[src/rtl/seg_display_arbiter_if.sv]
// Request/acknowledge bundle between the four display sources and the arbiter.
// Source i owns req[i] and req_data[32i+31:32i]; ack is one-hot.
interface seg_display_arbiter_if;
    logic [3:0]   req;
    logic [127:0] req_data;
    logic [3:0]   ack;

    modport master (output req, output req_data, input ack);
    modport slave  (input req, input req_data, output ack);
endinterface

[src/rtl/seg_display_arbiter.sv]
// Round-robin arbiter sharing one 32-bit seven-segment display among four sources,
// holding each latched value for at least HOLD_CYCLES cycles before re-arbitrating.
module seg_display_arbiter #(
    parameter logic [31:0] HOLD_CYCLES = 32'd100_000
) (
    input  logic                  clk,
    input  logic                  rst,
    seg_display_arbiter_if.slave  bus,
    output logic [31:0]           disp_data,
    output logic                  disp_valid,
    output logic [1:0]            disp_src,
    output logic                  busy
);

    typedef enum logic [1:0] {
        IDLE = 2'd0,
        LOAD = 2'd1,
        HOLD = 2'd2
    } state_t;

    state_t      state_q, state_d;
    logic [1:0]  sel_q, sel_d;
    logic [1:0]  rr_last_q, rr_last_d;
    logic [31:0] cnt_q, cnt_d;
    logic [31:0] disp_data_q, disp_data_d;
    logic        disp_valid_q, disp_valid_d;
    logic [1:0]  disp_src_q, disp_src_d;
    logic        busy_q, busy_d;
    logic [1:0]  winner;
    logic [3:0]  ack;

    // Scan from farthest to nearest so the index right after last ends up winning.
    function automatic logic [1:0] pick_winner(input logic [3:0] r, input logic [1:0] last);
        logic [1:0] w;
        logic [1:0] idx;
        w = last;
        for (int i = 4; i >= 1; i--) begin
            idx = last + 2'(i);
            if (r[idx]) begin
                w = idx;
            end
        end
        return w;
    endfunction

    always_comb begin
        winner = pick_winner(bus.req, rr_last_q);
    end

    always_comb begin
        ack = 4'b0000;
        if (state_q == LOAD && bus.req[sel_q]) begin
            ack[sel_q] = 1'b1;
        end
    end

    assign bus.ack = ack;

    always_comb begin
        state_d      = state_q;
        sel_d        = sel_q;
        rr_last_d    = rr_last_q;
        cnt_d        = cnt_q;
        disp_data_d  = disp_data_q;
        disp_valid_d = disp_valid_q;
        disp_src_d   = disp_src_q;
        case (state_q)
            IDLE: begin
                if (|bus.req) begin
                    sel_d   = winner;
                    state_d = LOAD;
                end
            end
            LOAD: begin
                // A request withdrawn during LOAD is dropped without touching the display.
                if (bus.req[sel_q]) begin
                    disp_data_d  = bus.req_data[32*sel_q +: 32];
                    disp_src_d   = sel_q;
                    disp_valid_d = 1'b1;
                    rr_last_d    = sel_q;
                    cnt_d        = HOLD_CYCLES - 32'd1;
                    state_d      = HOLD;
                end else begin
                    state_d = IDLE;
                end
            end
            HOLD: begin
                if (cnt_q != 32'd0) begin
                    cnt_d = cnt_q - 32'd1;
                end else if (|bus.req) begin
                    sel_d   = winner;
                    state_d = LOAD;
                end else begin
                    state_d = IDLE;
                end
            end
            default: begin
                state_d = IDLE;
            end
        endcase
        busy_d = (state_d != IDLE);
    end

    always_ff @(posedge clk) begin
        if (rst) begin
            state_q      <= IDLE;
            sel_q        <= 2'd0;
            rr_last_q    <= 2'd3;
            cnt_q        <= 32'd0;
            disp_data_q  <= 32'd0;
            disp_valid_q <= 1'b0;
            disp_src_q   <= 2'd0;
            busy_q       <= 1'b0;
        end else begin
            state_q      <= state_d;
            sel_q        <= sel_d;
            rr_last_q    <= rr_last_d;
            cnt_q        <= cnt_d;
            disp_data_q  <= disp_data_d;
            disp_valid_q <= disp_valid_d;
            disp_src_q   <= disp_src_d;
            busy_q       <= busy_d;
        end
    end

    assign disp_data  = disp_data_q;
    assign disp_valid = disp_valid_q;
    assign disp_src   = disp_src_q;
    assign busy       = busy_q;

endmodule

[src/flat_wrapper.sv]
// flat-port wrapper written by rule: the top's interface ports become plain ports
module seg_display_arbiter_flat 
#(
    parameter logic [31:0] HOLD_CYCLES = 32'd100_000
)
  (clk, rst, disp_data, disp_valid, disp_src, busy, bus_req, bus_req_data, bus_ack);
  seg_display_arbiter_if bus_i ();
  input  logic clk;
  input  logic rst;
  output logic [31:0] disp_data;
  output logic disp_valid;
  output logic [1:0] disp_src;
  output logic busy;
  input wire logic [$bits(bus_i.req)-1:0] bus_req;
  input wire logic [$bits(bus_i.req_data)-1:0] bus_req_data;
  output wire logic [$bits(bus_i.ack)-1:0] bus_ack;
  assign bus_i.req = bus_req;
  assign bus_i.req_data = bus_req_data;
  assign bus_ack = bus_i.ack;
  seg_display_arbiter #(.HOLD_CYCLES(HOLD_CYCLES)) u_core (.clk(clk), .rst(rst), .bus(bus_i), .disp_data(disp_data), .disp_valid(disp_valid), .disp_src(disp_src), .busy(busy));
endmodule
[config.mk]
export PLATFORM = sky130hd
export DESIGN_NAME = seg_display_arbiter_flat
export DESIGN_NICKNAME = d
export VERILOG_FILES = /design/src/rtl/seg_display_arbiter_if.sv /design/src/rtl/seg_display_arbiter.sv /design/src/flat_wrapper.sv
export SDC_FILE = /design/constraint.sdc
export NUM_CORES = 1
export LEC_CHECK = 0
export CORE_AREA = 5 5 113 115
export CTS_CLUSTER_DIAMETER = 50
export DETAILED_ROUTE_END_ITERATION = 6
export DIE_AREA = 0 0 118 120
export PLACE_DENSITY_LB_ADDON = 0.12
export SETUP_SLACK_MARGIN = 0.02
export SYNTH_ARGS = -nofsm -noshare
export SYNTH_HDL_FRONTEND = slang
export SYNTH_SLANG_ARGS = --single-unit
export TNS_END_PERCENT = 1
[constraint.sdc]
create_clock -name clk -period 2.5 [get_ports clk]
set_input_delay 0.625 -clock clk [delete_from_list [all_inputs] [get_ports clk]]
set_output_delay 0.625 -clock clk [all_outputs]
set_load 0.03 [all_outputs]
==> results of run 1 <==
[routing by layer]
| metal | GRT usage (%) | share of wire [%] | up-vias | wire, um |
|---|---|---|---|---|
| li1 | - | - | 1924 | - |
| met1 | 19.56 | 39 | 1846 | 4716 |
| met2 | 31.26 | 53 | 108 | 6466 |
| met3 | 5.702 | 7.1 | 9 | 863 |
| met4 | 5.233 | 1.2 | 0 | 148 |
| met5 | 0 | 0 | - | 0 |
[power groups by stage]
stage,Sequential (uW),Combinational [uW],Clock (uW)
2_1_floorplan,1720,1600,0
3_3_place_gp,1620,2660,0
3_5_place_dp,1630,2680,0
4_1_cts,1610,2700,1420
5_1_grt,1650,2960,1480
6_report,1610,2710,1390
[registers in the layout, summed over array words and instances, names as in the netlist]
signal,flops
u_core.busy,1
u_core.cnt_q,32
u_core.disp_data,32
u_core.disp_src,2
u_core.disp_valid,1
u_core.rr_last_q,2
u_core.sel_q,2
u_core.state_q,2
[synthesized netlist by cell type, types with 2 or more instances]
cell type and instances:
or3_1 6, ha_1 2, o41ai_4 2, nor3_1 17, dfxtp_1 74, nand3_1 7, a31o_2 2, o21ai_0 4
or4_1 3, inv_1 8, clkbuf_1 17, nand2b_1 2, or2_2 3, nand2_1 76, o22ai_1 2, nor4b_1 2
or4_4 2, nor2_1 36, a21oi_1 53, nand3b_1 2, nand4_1 3, mux2i_1 5, xor2_1 3, buf_1 8
mux4_2 32, nor3b_1 3, nor4_1 11, xnor2_1 17, a211oi_1 5
[layout by cell type (no fill, tap or decap), types with 3 or more instances in the layout]
| cell | instances |
|---|---|
| nand2_1 | 76 |
| a21oi_1 | 53 |
| xor2_1 | 3 |
| or2_2 | 3 |
| or4_1 | 3 |
| clkbuf_16 | 9 |
| nor2_1 | 35 |
| mux4_2 | 32 |
| o21ai_0 | 4 |
| nor3_1 | 16 |
| nor4_1 | 11 |
| clkdlybuf4s50_1 | 166 |
| mux2i_1 | 4 |
| or3_1 | 6 |
| nor3b_1 | 3 |
| dfxtp_1 | 72 |
| a211oi_1 | 4 |
| xnor2_1 | 17 |
| nand3_1 | 7 |
| inv_1 | 8 |
| buf_4 | 34 |
| nand4_1 | 3 |
[cells by family after synthesis]
logic type	after synthesis	synth area share, %
muxes	37	19.54
adders and majority gates	2	0.6344
xor gates and xnor gates	20	4.442
and+or+nand+nor	178	21.57
DFF	74	37.56
AOI/OAI and AO/OA	78	12.63
buffers and inverters	35	3.617
[worst max-delay path, cell delays in order, from the launching register on]
cell     delay (ns)
dfxtp_1        0.31
or4_4          0.53
or4_4          0.51
nor4_4         0.26
buf_4          0.18
o21ai_2        0.06
or3b_1         0.37
a21oi_1        0.12
[metrics by stage]
step | area (sq um) | hold WS, ns | utilization (%)
floorplan | 3944 | 0.4546 | -
global placement | 5981 | 0.4377 | 51.07
detailed placement | 5981 | 0.4451 | 51.07
CTS | 6311 | 0.4535 | 53.89
global route | 6337 | 0.4683 | 54.11
finish | 6340 | 0.4517 | 54.13
[worst paths after layout]
path | from | end | slack (ns) | depth (start not counted)
worst min register to register | u_core.disp_data[19] | u_core.disp_data[19] | 0.45 | 2
worst max register to register | u_core.cnt_q[5] | u_core.sel_q[1] | 0.09 | 7
worst min-delay path | u_core.disp_data[19] | u_core.disp_data[19] | 0.45 | 2
worst max-delay path | u_core.cnt_q[5] | u_core.sel_q[1] | 0.09 | 7
[cell type report]
| cell class | instances | share of cell area (%) |
|---|---|---|
| Multi-Input combinational cell | 315 | 37.22 |
| Timing Repair Buffer | 204 | 30.91 |
| Sequential cell | 74 | 23.41 |
| Clock buffer | 11 | 3.829 |
| Tap cell | 147 | 2.901 |
| Clock inverter | 5 | 1.224 |
| Inverter | 8 | 0.4737 |
| Antenna cell | 1 | 0.03947 |
[what timing repair did]
| action | CTS | global route |
|---|---|---|
| setup endpoints to repair | 2 | 13 |
| hold buffers | 0 | 0 |
| setup buffers | 0 | 1 |
| resized for setup | 4 | 4 |
| pin swaps | 0 | 3 |
==> impl_metrics.toml, run 1 <==
[floorplanning]
die_x_um = 118
die-area_sq_mm = 0.01416
initial_utilization_pct = 33.68
dieHeight_um = 120
core_sq_mm = 0.01171
rows = 40
pin_count = 174

[synth]
yosysTopAreaCell = "dfxtp_1"
avgSynthCellArea_sq_um = 9.301
ys_warn_count = 0
synth_edf_count = 0
syn_nets = 560
postSynth.asyncResetShare_pct = 0
ys_types = 46
seq_area_frac_synth_pct = 37.56
synthTopCellsByArea = "dfxtp_1 38%, mux4_2 18%, nand2_1 7.2%, a21oi_1 6.7%, xnor2_1 3.8%"
ys_ff_latch = 74
netlist_area_sq_mm = 0.003944
netlist_instances = 424
synth_top_area_share_pct = 37.56
ys.flop_type = "dfxtp_1"

[detailed_routing]
route.detailed.drc = 0
ant_nets = 0
routed_wl_mm = 12.20
drt_iter0_drc = 193
wl_per_cell_um = 15.94
via_per_inst = 5.081
first_pass_iters = 4
vias = 3887

[timing]
hold_viol_final = 0
setup_viol = 0
slew_headroom_pct = 58.95
clock.fmax_ghz = 0.4144
final.setup.worst_slack_ns = 0.08700
rsz0062_at_grt = "true"
slew_viol_final = 0
skew_ns = 0.005570
tightest_slew_ns = 0.6157
finalCritPeriodShare_pct = 96.52
final.setup.tns_ns = 0
period_minus_slack_ns = 2.413

[pwr]
internal-power_uw = 3610
finalPower_uw = 5704
vdd_drop_max_v = 0.0006419
power_density_mw_per_mm2 = 899.7
p_comb_share_pct = 47.5
leakage_uw = 0.002259
pwr-share-seq_pct = 28.2
pwr-share-clk_pct = 24.3
switching_share_pct = 36.71
power_switching_uw = 2094

[finish]
fillers = 1112
area_growth_pct = 60.76
drive_above_1_share_pct = 16.86
multiInputGateArea_sq_mm = 0.002360
finalNetCount = 748
seqCellArea_sq_mm = 0.001484
final_cells = 765

[global_route]
grt_pass1_vias = 4153
antenna_found_initial = 1
grt_max_degree = 34
grt_usage_pct = 17.40
grt-ovfl-total = 0
grt_first_pass_wirelength_mm = 20.18

[clock_network]
cts_buffers = 9
cts.reportedPaths.clkPinSlew_ns = 0.06
clock_latency_ns = 0.33
cts_root_buffer = "clkbuf_16"
cts_sinks = 74
cts_max_level = 3
cts_buffer_depth = 2
cts_tree = "done"

[place]
gp_congestion = 0.7782
dp_hpwl_mm = 9.578
io_buffers = 173
place_inst = 747
place_ws_ns = -0.01568

[worst_setup_path]
path_class = "register to register"
timing.critical_path.from_type = "register"
worstPathRequired_ns = 2.75
critPathCaptureType = "register"
cp_max_fo = 6
cp.arrival_ns = 2.66

[worst_hold_path]
hold_class = "register to register"

[flow_run]
drv_cap = 0

[outcome]
outcome = "finished, final reports clean"
No activity file was read; power rests on OpenSTA's default activity.
==> run 2: changes to the inputs <==
--- a/config.mk
+++ b/config.mk
@@ -5,10 +5,10 @@
 export SDC_FILE = /design/constraint.sdc
 export NUM_CORES = 1
 export LEC_CHECK = 0
-export CORE_AREA = 5 5 113 115
+export CORE_AREA = 2 2 110 112
 export CTS_CLUSTER_DIAMETER = 50
 export DETAILED_ROUTE_END_ITERATION = 6
-export DIE_AREA = 0 0 118 120
+export DIE_AREA = 0 0 112 114
 export PLACE_DENSITY_LB_ADDON = 0.12
 export SETUP_SLACK_MARGIN = 0.02
 export SYNTH_ARGS = -nofsm -noshare
==> constraint.sdc (replaced) <==
create_clock -name clk -period 3.1 [get_ports clk]
set_input_delay 0.775 -clock clk [delete_from_list [all_inputs] [get_ports clk]]
set_output_delay 0.775 -clock clk [all_outputs]
set_load 0.03 [all_outputs]
==> run 2 against run 1 <==
  * Die area shrank 9.8%
  * Sequential share of layout area is 0.61 points higher
  * Critical path depth fell by 2
  * Clock skew is 0.0020 ns higher
  * Routed wire length shrank 8.4%
  * Global-route usage is 0.61 points higher
  * Critical path type is now input port to primary output
  * Largest cell class unchanged
  * Largest power group unchanged
==> impl_metrics.toml, run 2 (same netlist as run 1, synthesis figures left out) <==
[worst_setup_path]
rr_worst_depth = 6
max_stage_delay_ns = 0.55
critPathCaptureType = "primary output"
r2r_start = "u_core.cnt_q[5]"
r2r_slack_ns = 0.53
path_class = "input port to primary output"
cp_max_fo = 5
worstPathRequired_ns = 2.32
cpMaxStageDelayCell = "clkdlybuf4s50_1"
timing.critical_path.from_type = "input port"
rr_endpoint = "u_core.cnt_q[9]"
cp_cell_sequence = "clkdlybuf4s50_1 > mux2i_1 > or2_2 > nor2_1 > buf_4"
cp.arrival_ns = 2.13

[place]
dp_hpwl_mm = 8.565
io_buffers = 173
dpl_cell_area_sq_mm = 0.005826
gp_congestion = 0.8219

[detailed_routing]
first_pass_iters = 4
ant_nets = 0
drt_iter0_drc = 125
route.detailed.drc = 0
routed_wl_mm = 11.17
via_per_inst = 5.091
vias = 3788
wl_per_cell_um = 15.02

[finish]
layout_common_cells = "168 x clkdlybuf4s50_1, 76 x nand2_1, 72 x dfxtp_1"
area_growth_pct = 56.66
fin_area_sq_mm = 0.006178
antennaDiodeCount = 0
drive_above_1_share_pct = 13.57
finalNetCount = 728
final_common_cell = "clkdlybuf4s50_1"

[pwr]
pwr-share-clk_pct = 26.9
power_switching_uw = 1634
power_density_mw_per_mm2 = 734.4
switching_share_pct = 36.02
p_comb_share_pct = 44.6
internal-power_uw = 2903
vdd_drop_max_v = 0.0003237
leakage_uw = 0.002165
pwr-share-seq_pct = 28.5

[floorplanning]
rows = 40
pin_count = 174
dieHeight_um = 114
die-area_sq_mm = 0.01277
initial_utilization_pct = 33.68
core_sq_mm = 0.01171
die_x_um = 112

[timing]
skew_ns = 0.007523
period_minus_slack_ns = 2.904
hold_viol_final = 0
tightest_slew_ns = 0.8378
setup_viol = 0
rsz0062_at_grt = "false"
final.setup.tns_ns = 0
slew_headroom_pct = 44.02
slew_viol_final = 0
clock.fmax_ghz = 0.3444
finalCritPeriodShare_pct = 93.67

[clock_network]
cts_root_buffer = "clkbuf_16"
cts_buffer_depth = 2
cts_buffers = 9
cts.reportedPaths.clkPinSlew_ns = 0.06
postCtsSetupBuffers = 0
cts_tree = "done"
cts_max_level = 3
cts_sinks = 74
clock_latency_ns = 0.34
ctsResizeCount = 0
ctsHoldBuffers = 0

[global_route]
grt_usage_pct = 18.01
grt_pass1_vias = 3861
grt_max_degree = 41
grt-ovfl-total = 0
antenna_found_initial = 0
grt_first_pass_wirelength_mm = 18.42

[flow_run]
drv_cap = 0

[worst_hold_path]
worstHoldPathCells = 2
whs_endpoint = "u_core.disp_data[19]"
hold_class = "register to register"
hp-start = "u_core.disp_data[19]"

[outcome]
outcome = "finished, final reports clean"
-- run 2: cell types whose count changed in the layout (fill, tap and decap cells not counted), sizes merged --
cell and delta:
diode -1, clkinvlp -1, bufinv +1, clkdlybuf4s50 +2, dlygate4sd2 -2, buf -20
-- run 2: area by class of cell --
class	instances	area, sq um
clock buffer	11	252.7
clock inverter	5	100.1
fill	1070	5533
inverter	8	30.03
multi-input combinational	315	2328
sequential	74	1484
tap	147	183.9
timing repair buffer	184	1799
-- run 2: power by group through the flow --
stage / clock network (uW) / logic (uW) / registers [uW]
after floorplan: 0 / 1290 / 1390
after global placement: 0 / 2030 / 1300
after detailed placement: 0 / 2040 / 1310
after CTS: 1240 / 2040 / 1290
after global routing: 1290 / 2230 / 1320
final: 1220 / 2020 / 1290
-- run 2: per-stage QoR --
stage	hold WS, ns	util [%]	power (uW)	setup WS [ns]	cells
after floorplan	0.4546	-	2677	0.5151	424
after global placement	0.4381	49.74	3332	0.2161	728
after detailed placement	0.4434	49.74	3346	0.2003	728
after CTS	0.4503	52.76	4580	0.1922	744
after global routing	0.4667	52.76	4836	0.07227	744
final	0.4493	52.76	4537	0.1962	744
-- run 2: how the worst max path moves through the flow --
stage,from,depth (start not counted),slack [ns],to
2_1_floorplan,u_core.sel_q[1],4,0.52,bus_ack[3]
3_3_place_gp,bus_req[2],5,0.22,bus_ack[2]
3_5_place_dp,bus_req[2],5,0.20,bus_ack[0]
4_1_cts,bus_req[2],5,0.19,bus_ack[0]
5_1_grt,bus_req[2],5,0.07,bus_ack[0]
6_report,bus_req[2],5,0.20,bus_ack[0]
-- run 2: metal layers --
| metal | track usage [%] | up-vias | wire length, um |
|---|---|---|---|
| met4 | 6.748 | 0 | 208 |
| met3 | 5.313 | 13 | 753 |
| met2 | 31.72 | 115 | 5652 |
| li1 | - | 1885 | - |
| met1 | 20.82 | 1775 | 4560 |
| met5 | 0 | - | 0 |
-- run 2: critical path: cells and delay by family --
family,cells,cell delay [ns]
buffers and inverters,2,0.72
muxes,1,0.16
and+or+nand+nor,2,0.48
